===== config.mk =====
export PLATFORM = sky130hd
export DESIGN_NAME = led_display_regs
export DESIGN_NICKNAME = d
export VERILOG_FILES = /design/src/rtl/led_display_regs.sv
export SDC_FILE = /design/constraint.sdc
export NUM_CORES = 1
export LEC_CHECK = 0
export ABC_CLOCK_PERIOD_IN_PS = 2300
export BUFFER_PORTS_ARGS = -buffer_cell sky130_fd_sc_hd__buf_2
export CAP_MARGIN = 20
export CORE_ASPECT_RATIO = 0.8
export CORE_MARGIN = 2
export CORE_UTILIZATION = 30
export CTS_CLUSTER_DIAMETER = 60
export DETAILED_ROUTE_END_ITERATION = 7
export MAX_ROUTING_LAYER = met4
export SETUP_SLACK_MARGIN = 0.02
export SYNTH_ARGS = -nofsm -noshare
export SYNTH_HDL_FRONTEND = slang
export SYNTH_SLANG_ARGS = --single-unit

===== constraint.sdc =====
create_clock -name clk -period 2.3 [get_ports clk]
set_input_delay 0.23 -clock clk [delete_from_list [all_inputs] [get_ports clk]]
set_output_delay 0.23 -clock clk [all_outputs]
set_load 0.02 [all_outputs]

===== src/rtl/led_display_regs.sv =====
// led_display_regs: VALUE/CTRL/STATUS register window feeding the 8-digit seven-segment driver.
// Define LED_DISPLAY_BCD_EN to build the sequential double-dabble BCD conversion path.
module led_display_regs #(
    parameter logic [31:0] BASE_ADDR = 32'h8000_0000
) (
    input  logic        clk,
    input  logic        rst,
    input  logic [31:0] addr,
    input  logic        we,
    input  logic [3:0]  wmask,
    input  logic [31:0] wdata,
    input  logic        re,
    output logic [31:0] rdata,
    output logic        busy,
    output logic [31:0] data,
    output logic        enable_n
);
    localparam int unsigned DW = 32;
    localparam int unsigned NB = 4;

    logic          in_window;
    logic [1:0]    reg_sel;
    logic          wr_value;
    logic          wr_ctrl;
    logic [DW-1:0] value_q;
    logic [DW-1:0] value_n;
    logic          en_q;
    logic          dec_q;
    logic          frz_q;
    logic          en_n;
    logic          dec_n;
    logic          frz_n;
    logic          abort;
    logic          release_frz;
    logic          busy_d;
    logic          done_fire;
    logic          ovf_q;
    logic [DW-1:0] result_d;
    logic [DW-1:0] data_d;
    logic [DW-1:0] rd_d;
    logic          unused_addr;

    assign in_window   = addr[31:4] == BASE_ADDR[31:4];
    assign reg_sel     = addr[3:2];
    assign unused_addr = ^addr[1:0];
    assign wr_value    = we && in_window && (reg_sel == 2'd0);
    assign wr_ctrl     = we && in_window && (reg_sel == 2'd1);

    // Byte-masked merge of the incoming VALUE store
    always_comb begin
        value_n = value_q;
        for (int i = 0; i < int'(NB); i++) begin
            if (wr_value && wmask[i]) value_n[8*i +: 8] = wdata[8*i +: 8];
        end
    end

    always_comb begin
        en_n  = en_q;
        dec_n = dec_q;
        frz_n = frz_q;
        if (wr_ctrl && wmask[0]) begin
            en_n  = wdata[0];
`ifdef LED_DISPLAY_BCD_EN
            dec_n = wdata[1];
`else
            dec_n = 1'b0;
`endif
            frz_n = wdata[2];
        end
    end

    assign abort       = wr_ctrl && dec_q && !dec_n;
    assign release_frz = frz_q && !frz_n;

`ifdef LED_DISPLAY_BCD_EN
    localparam int unsigned SW     = 64;
    localparam int unsigned CW     = 6;
    localparam int unsigned STEPS  = 32;
    localparam int unsigned DIGITS = 8;
    localparam logic [DW-1:0] DEC_MAX  = 32'd99_999_999;
    localparam logic [DW-1:0] OVF_WORD = 32'h9999_9999;

    typedef enum logic [1:0] {IDLE, CONV, DONE} state_t;

    state_t        state_q, state_d;
    logic [SW-1:0] shift_q, shift_d;
    logic [CW-1:0] step_q, step_d;
    logic          ovf_d;
    logic [DW-1:0] result_q;
    logic          trigger;

    assign trigger = (wr_value && dec_q) || (wr_ctrl && !dec_q && dec_n);

    function automatic logic [SW-1:0] dabble_step(input logic [SW-1:0] s);
        logic [SW-1:0] t;
        t = s;
        for (int d = 0; d < int'(DIGITS); d++) begin
            if (t[DW + 4*d +: 4] >= 4'd5) t[DW + 4*d +: 4] = t[DW + 4*d +: 4] + 4'd3;
        end
        return {t[SW-2:0], 1'b0};
    endfunction

    always_comb begin
        state_d   = state_q;
        shift_d   = shift_q;
        step_d    = step_q;
        ovf_d     = ovf_q;
        result_d  = result_q;
        done_fire = 1'b0;
        case (state_q)
            CONV: begin
                shift_d = dabble_step(shift_q);
                step_d  = step_q + CW'(1);
                if (step_q == CW'(STEPS - 1)) state_d = DONE;
            end
            DONE: begin
                result_d  = ovf_q ? OVF_WORD : shift_q[SW-1:DW];
                done_fire = 1'b1;
                state_d   = IDLE;
            end
            default: ;
        endcase
        // Abort or restart discards whatever was in flight, including a DONE this edge
        if (abort || trigger) begin
            state_d   = IDLE;
            result_d  = result_q;
            done_fire = 1'b0;
        end
        if (trigger) begin
            state_d = CONV;
            shift_d = {DW'(0), value_n};
            step_d  = '0;
            ovf_d   = value_n > DEC_MAX;
        end
    end

    assign busy_d = state_d != IDLE;

    always_ff @(posedge clk) begin
        if (rst) begin
            state_q  <= IDLE;
            shift_q  <= '0;
            step_q   <= '0;
            ovf_q    <= 1'b0;
            result_q <= '0;
        end else begin
            state_q  <= state_d;
            shift_q  <= shift_d;
            step_q   <= step_d;
            ovf_q    <= ovf_d;
            result_q <= result_d;
        end
    end
`else
    assign busy_d    = 1'b0;
    assign done_fire = 1'b0;
    assign ovf_q     = 1'b0;
    assign result_d  = '0;
`endif

    // Display word: held while frozen, otherwise reloaded on release, abort, hex store or DONE
    always_comb begin
        data_d = data;
        if (!frz_n) begin
            if (release_frz || abort || (wr_value && !dec_q)) begin
                data_d = dec_n ? result_d : value_n;
            end else if (done_fire) begin
                data_d = result_d;
            end
        end
    end

    always_comb begin
        rd_d = '0;
        if (in_window) begin
            case (reg_sel)
                2'd0:    rd_d = value_q;
                2'd1:    rd_d = {29'd0, frz_q, dec_q, en_q};
                2'd2:    rd_d = {30'd0, ovf_q, busy};
                default: rd_d = '0;
            endcase
        end
    end

    always_ff @(posedge clk) begin
        if (rst) begin
            value_q  <= '0;
            en_q     <= 1'b0;
            dec_q    <= 1'b0;
            frz_q    <= 1'b0;
            data     <= '0;
            enable_n <= 1'b1;
            busy     <= 1'b0;
            rdata    <= '0;
        end else begin
            value_q  <= value_n;
            en_q     <= en_n;
            dec_q    <= dec_n;
            frz_q    <= frz_n;
            data     <= data_d;
            enable_n <= ~en_n;
            busy     <= busy_d;
            if (re) rdata <= rd_d;
        end
    end
endmodule


# After elaboration in Yosys (flattened, before gate mapping)
# Index checks and enable logic that the tools add are counted.
# classes
muxes	10
bitwise_logic	2
reduce_logical	19
n_eq_ne	2
# op_table
operator	count
32-bit two-way mux	2
32-bit case mux with 2 select lines	1
8-bit two-way mux	4
28-bit equality test, second input constant	1
1-bit logical AND	12
1-bit zero test	3
1-bit two-way mux	3
2-bit by 1-bit equality test with 1-bit output, second input constant	1
2-bit zero test	1
1-bit logical OR	2
1-bit NOT	2
2-bit AND reduction	1
# word_totals
ff_bits	100

# Depth between registers and ports, before layout
# depth
word_depth	10
mapped_depth	7
depth_no_buf	5

# Worst setup path before layout
# Ideal clock, no wire load.
# synth_path
path_type	input -> register
start	input addr[8]
end	register rdata[21]
arrival_time_ns	1.791
path_slack_ns	0.449
setup_time_ns	0.060
path_stages	7
path_cell_list	nor4_2 -> nand4_2 -> or4_4 -> nor3_4 -> buf_6 -> buf_6 -> a22o_1
# synth_via
elab_chain_cells	2
# synth_rtl
item	line	source
from (decl)	8	input logic [31:0] addr,
28-bit equality test	43	assign in_window = addr[31:4] == BASE_ADDR[31:4];
32-bit two-way mux	175	if (in_window) begin
to (signal assigned)	203	if (re) rdata <= rd_d;
to (decl)	13	output logic [31:0] rdata,
# No other way between the ends.
# A chain may end at the register's enable or synchronous reset.

# Final worst setup path
# layout_path
start	input addr[16]
end	register rdata[19]
# Same word-level chain as after synthesis.

==> reports/qor.json <==
{
  "place": {
    "io_buffer_count": 134,
    "gp_congestion": 0.7167,
    "placement.cell_area_sq_mm": 0.004304,
    "dp_hpwl_mm": 6.436
  },
  "layout": {
    "num-nets-final": 502,
    "finalInstanceArea_sq_mm": 0.004591,
    "area_growth_pct": 33.13,
    "layout_common_cells": "buf_2, dfxtp_1, mux2i_1, nor2_1, o2bb2ai_1",
    "antenna_cells": 0,
    "final_common_cell": "buf_2",
    "post_route_cells_drive_above_1_share_pct": 40.00
  },
  "worst_setup_path": {
    "critical_path.slowest_cell": "or4_4",
    "crit_path_start_kind": "input port",
    "cp_data_required_time_ns": 2.58,
    "worst-r2r-cell-count": 4,
    "worst_setup_path_end_kind": "register",
    "crit_path_buf_inv_count": 2,
    "worst_path_dominant_cell_family": "simple AND/OR/NAND/NOR gates",
    "critPathMaxStageDelay_ns": 0.59,
    "worst-setup-path-type": "input port to register",
    "crit_cells": 7,
    "arrival_ns": 2.13,
    "crit_chain": "buf_2 > nor4_2 > nand4_2 > or4_4 > nor3_4 > buf_4 > a22o_1",
    "path_max_fanout": 17
  },
  "drt": {
    "route.detailed.wl_per_inst_um": 15.86,
    "drc_errors": 0,
    "detailedRoute.firstPassIterationCount": 4,
    "ant_nets": 0,
    "num_vias": 2761,
    "vias_per_cell": 4.769,
    "first_iter_violations": 106,
    "drt-total-wl_mm": 9.184
  },
  "hold_path": {
    "worst_hold_path.num_cells": 3,
    "holdCritPathClass": "input port to register"
  },
  "floorplan": {
    "floorplan.rows": 34,
    "core_sq_mm": 0.01102,
    "vertical_die_dimension_um": 99.90,
    "fp.dieW_um": 123.9,
    "io-pin-count": 138,
    "floorplan.die_area_sq_mm": 0.01237,
    "initial_core_utilization_pct": 31.30
  },
  "timing": {
    "worst-slew-pin-transition_ns": 0.5943,
    "finalHoldViolCount": 0,
    "fin_crit_ns": 1.849,
    "setup_viol_count_final": 0,
    "grt_setup_unrepaired": "no",
    "timing.slew.headroom_pct": 60.38,
    "final.setup_skew_ns": 0.006984,
    "max_freq_ghz": 0.5407,
    "report.final.slew_viol_count": 0,
    "period_share_pct": 80.40,
    "final.setup.tns_ns": 0
  },
  "run_status": {
    "outcome": "finished, final reports clean"
  },
  "synth": {
    "synthesized_instance_count": 294,
    "post_synth_num_cell_types": 31,
    "synth-main-ff-cell": "dfxtp_1",
    "ys_seq_elements": 100,
    "yosysWarnings": 0,
    "postSynthAreaPerCell_sq_um": 11.73,
    "synthesized_net_count": 366,
    "synth_area_sq_mm": 0.003448,
    "async_flop_share_pct": 0,
    "seq_area_frac_synth_pct": 58.06,
    "synth-edff-count": 0
  },
  "pwr": {
    "power.leakage_nw": 2.073,
    "peakVddDrop_mv": 0.6098,
    "power-per-cell-area_mw_per_mm2": 718.3
  },
  "grt": {
    "track_usage_pct": 15.56,
    "grt_max_degree": 30,
    "overflow": 0,
    "grt_antenna_before_repair": 0,
    "first_global_vias": 2765,
    "grt_pass1_wl_mm": 14.20
  },
  "run": {
    "maxCapViolCount": 0
  },
  "clock_tree": {
    "tritoncts": "yes",
    "holdBufCountCts": 0,
    "postCtsSetupBuffers": 0,
    "library_cell_used_as_clock_root_buffer": "clkbuf_16",
    "cts_buffers": 9,
    "clock_buffer_depth": 2,
    "cts.clk_slew.worst_paths_ns": 0.07,
    "cts_max_level": 3,
    "post_cts.resized_instances": 0,
    "cts.sinks": 100,
    "worst_skew_late_latency_ns": 0.34
  }
}
## where the power goes
part               switching (W)  internal [W]  leakage (nW)
Sequential     0.000000000000122       0.00173         0.805
Combinational          0.0000701     0.0000569          1.13
Clock                   0.000669      0.000771         0.139
## metrics by stage
step / util, % / std cells / hold slack (ns) / setup WS, ns / power [W]
floorplan: - / 294 / 0.3772 / 0.4491 / 0.001815
global placement: 39.06 / 563 / 0.4404 / 0.1715 / 0.001898
detailed placement: 39.06 / 563 / 0.4416 / 0.08292 / 0.001899
CTS: 41.66 / 579 / 0.1313 / 0.4357 / 0.003343
global route: 41.66 / 579 / 0.1312 / 0.3277 / 0.003432
finish: 41.66 / 579 / 0.1412 / 0.4507 / 0.003298
## state kept, by name (all words and copies together) (netlist names)
| signal | flops |
|---|---|
| enable_n | 1 |
| frz_q | 1 |
| en_q | 1 |
| value_q | 32 |
| rdata | 32 |
| data | 32 |
| dec_q | 1 |
## worst min-delay path, stage by stage
cell and delay (ns):
buf_2 0.08, mux2i_1 0.07, nor2_1 0.08
## per-layer routing
layer  up-vias  track usage [%]  routed length, um
met1      1296            19.79               4408
met5         -                -                  0
met3         8            5.227                702
li1       1359                -                  -
met2        98            23.67               3973
met4         0            4.196                 99
## layout make-up
cell class	count	area (sq um)
Clock buffer	10	239.0
Clock inverter	6	47.55
Fill cell	1102	6427
Inverter	1	3.754
Multi-Input combinational cell	172	1358
Sequential cell	100	2002
Tap cell	144	180.2
Timing Repair Buffer	146	760.7
## synthesized netlist by cell type, types with 3 or more instances
cell | number | area, sq um
a2bb2oi_1 | 3 | 26.28
o2bb2ai_1 | 32 | 280.3
dfxtp_1 | 100 | 2002
a22o_1 | 29 | 254.0
mux2i_1 | 37 | 370.4
nand4b_1 | 4 | 35.03
nor2_1 | 38 | 142.6
clkbuf_1 | 17 | 63.81
nor4_1 | 3 | 18.77
nor4_2 | 4 | 50.05
## path summary, 6_finish.rpt
check | end | slack, ns | from
setup / recovery | rdata[19] | 0.45 | addr[16]
hold / removal | value_q[3] | 0.14 | wdata[3]
setup reg to reg | data[21] | 0.80 | frz_q
hold reg to reg | data[7] | 0.46 | data[7]
## cells by family (layout without fill, tap and decap cells)
kind of cell	Yosys count	count (layout)	share of synthesized area [%]
other	1	1	0.1087
buffers and inverters	22	163	2.975
AOI/OAI and AO/OA	68	68	17.02
DFF	100	100	58.06
muxes	37	37	10.74
and+or+nand+nor	66	66	11.10
(Power assumes the default switching activity.)
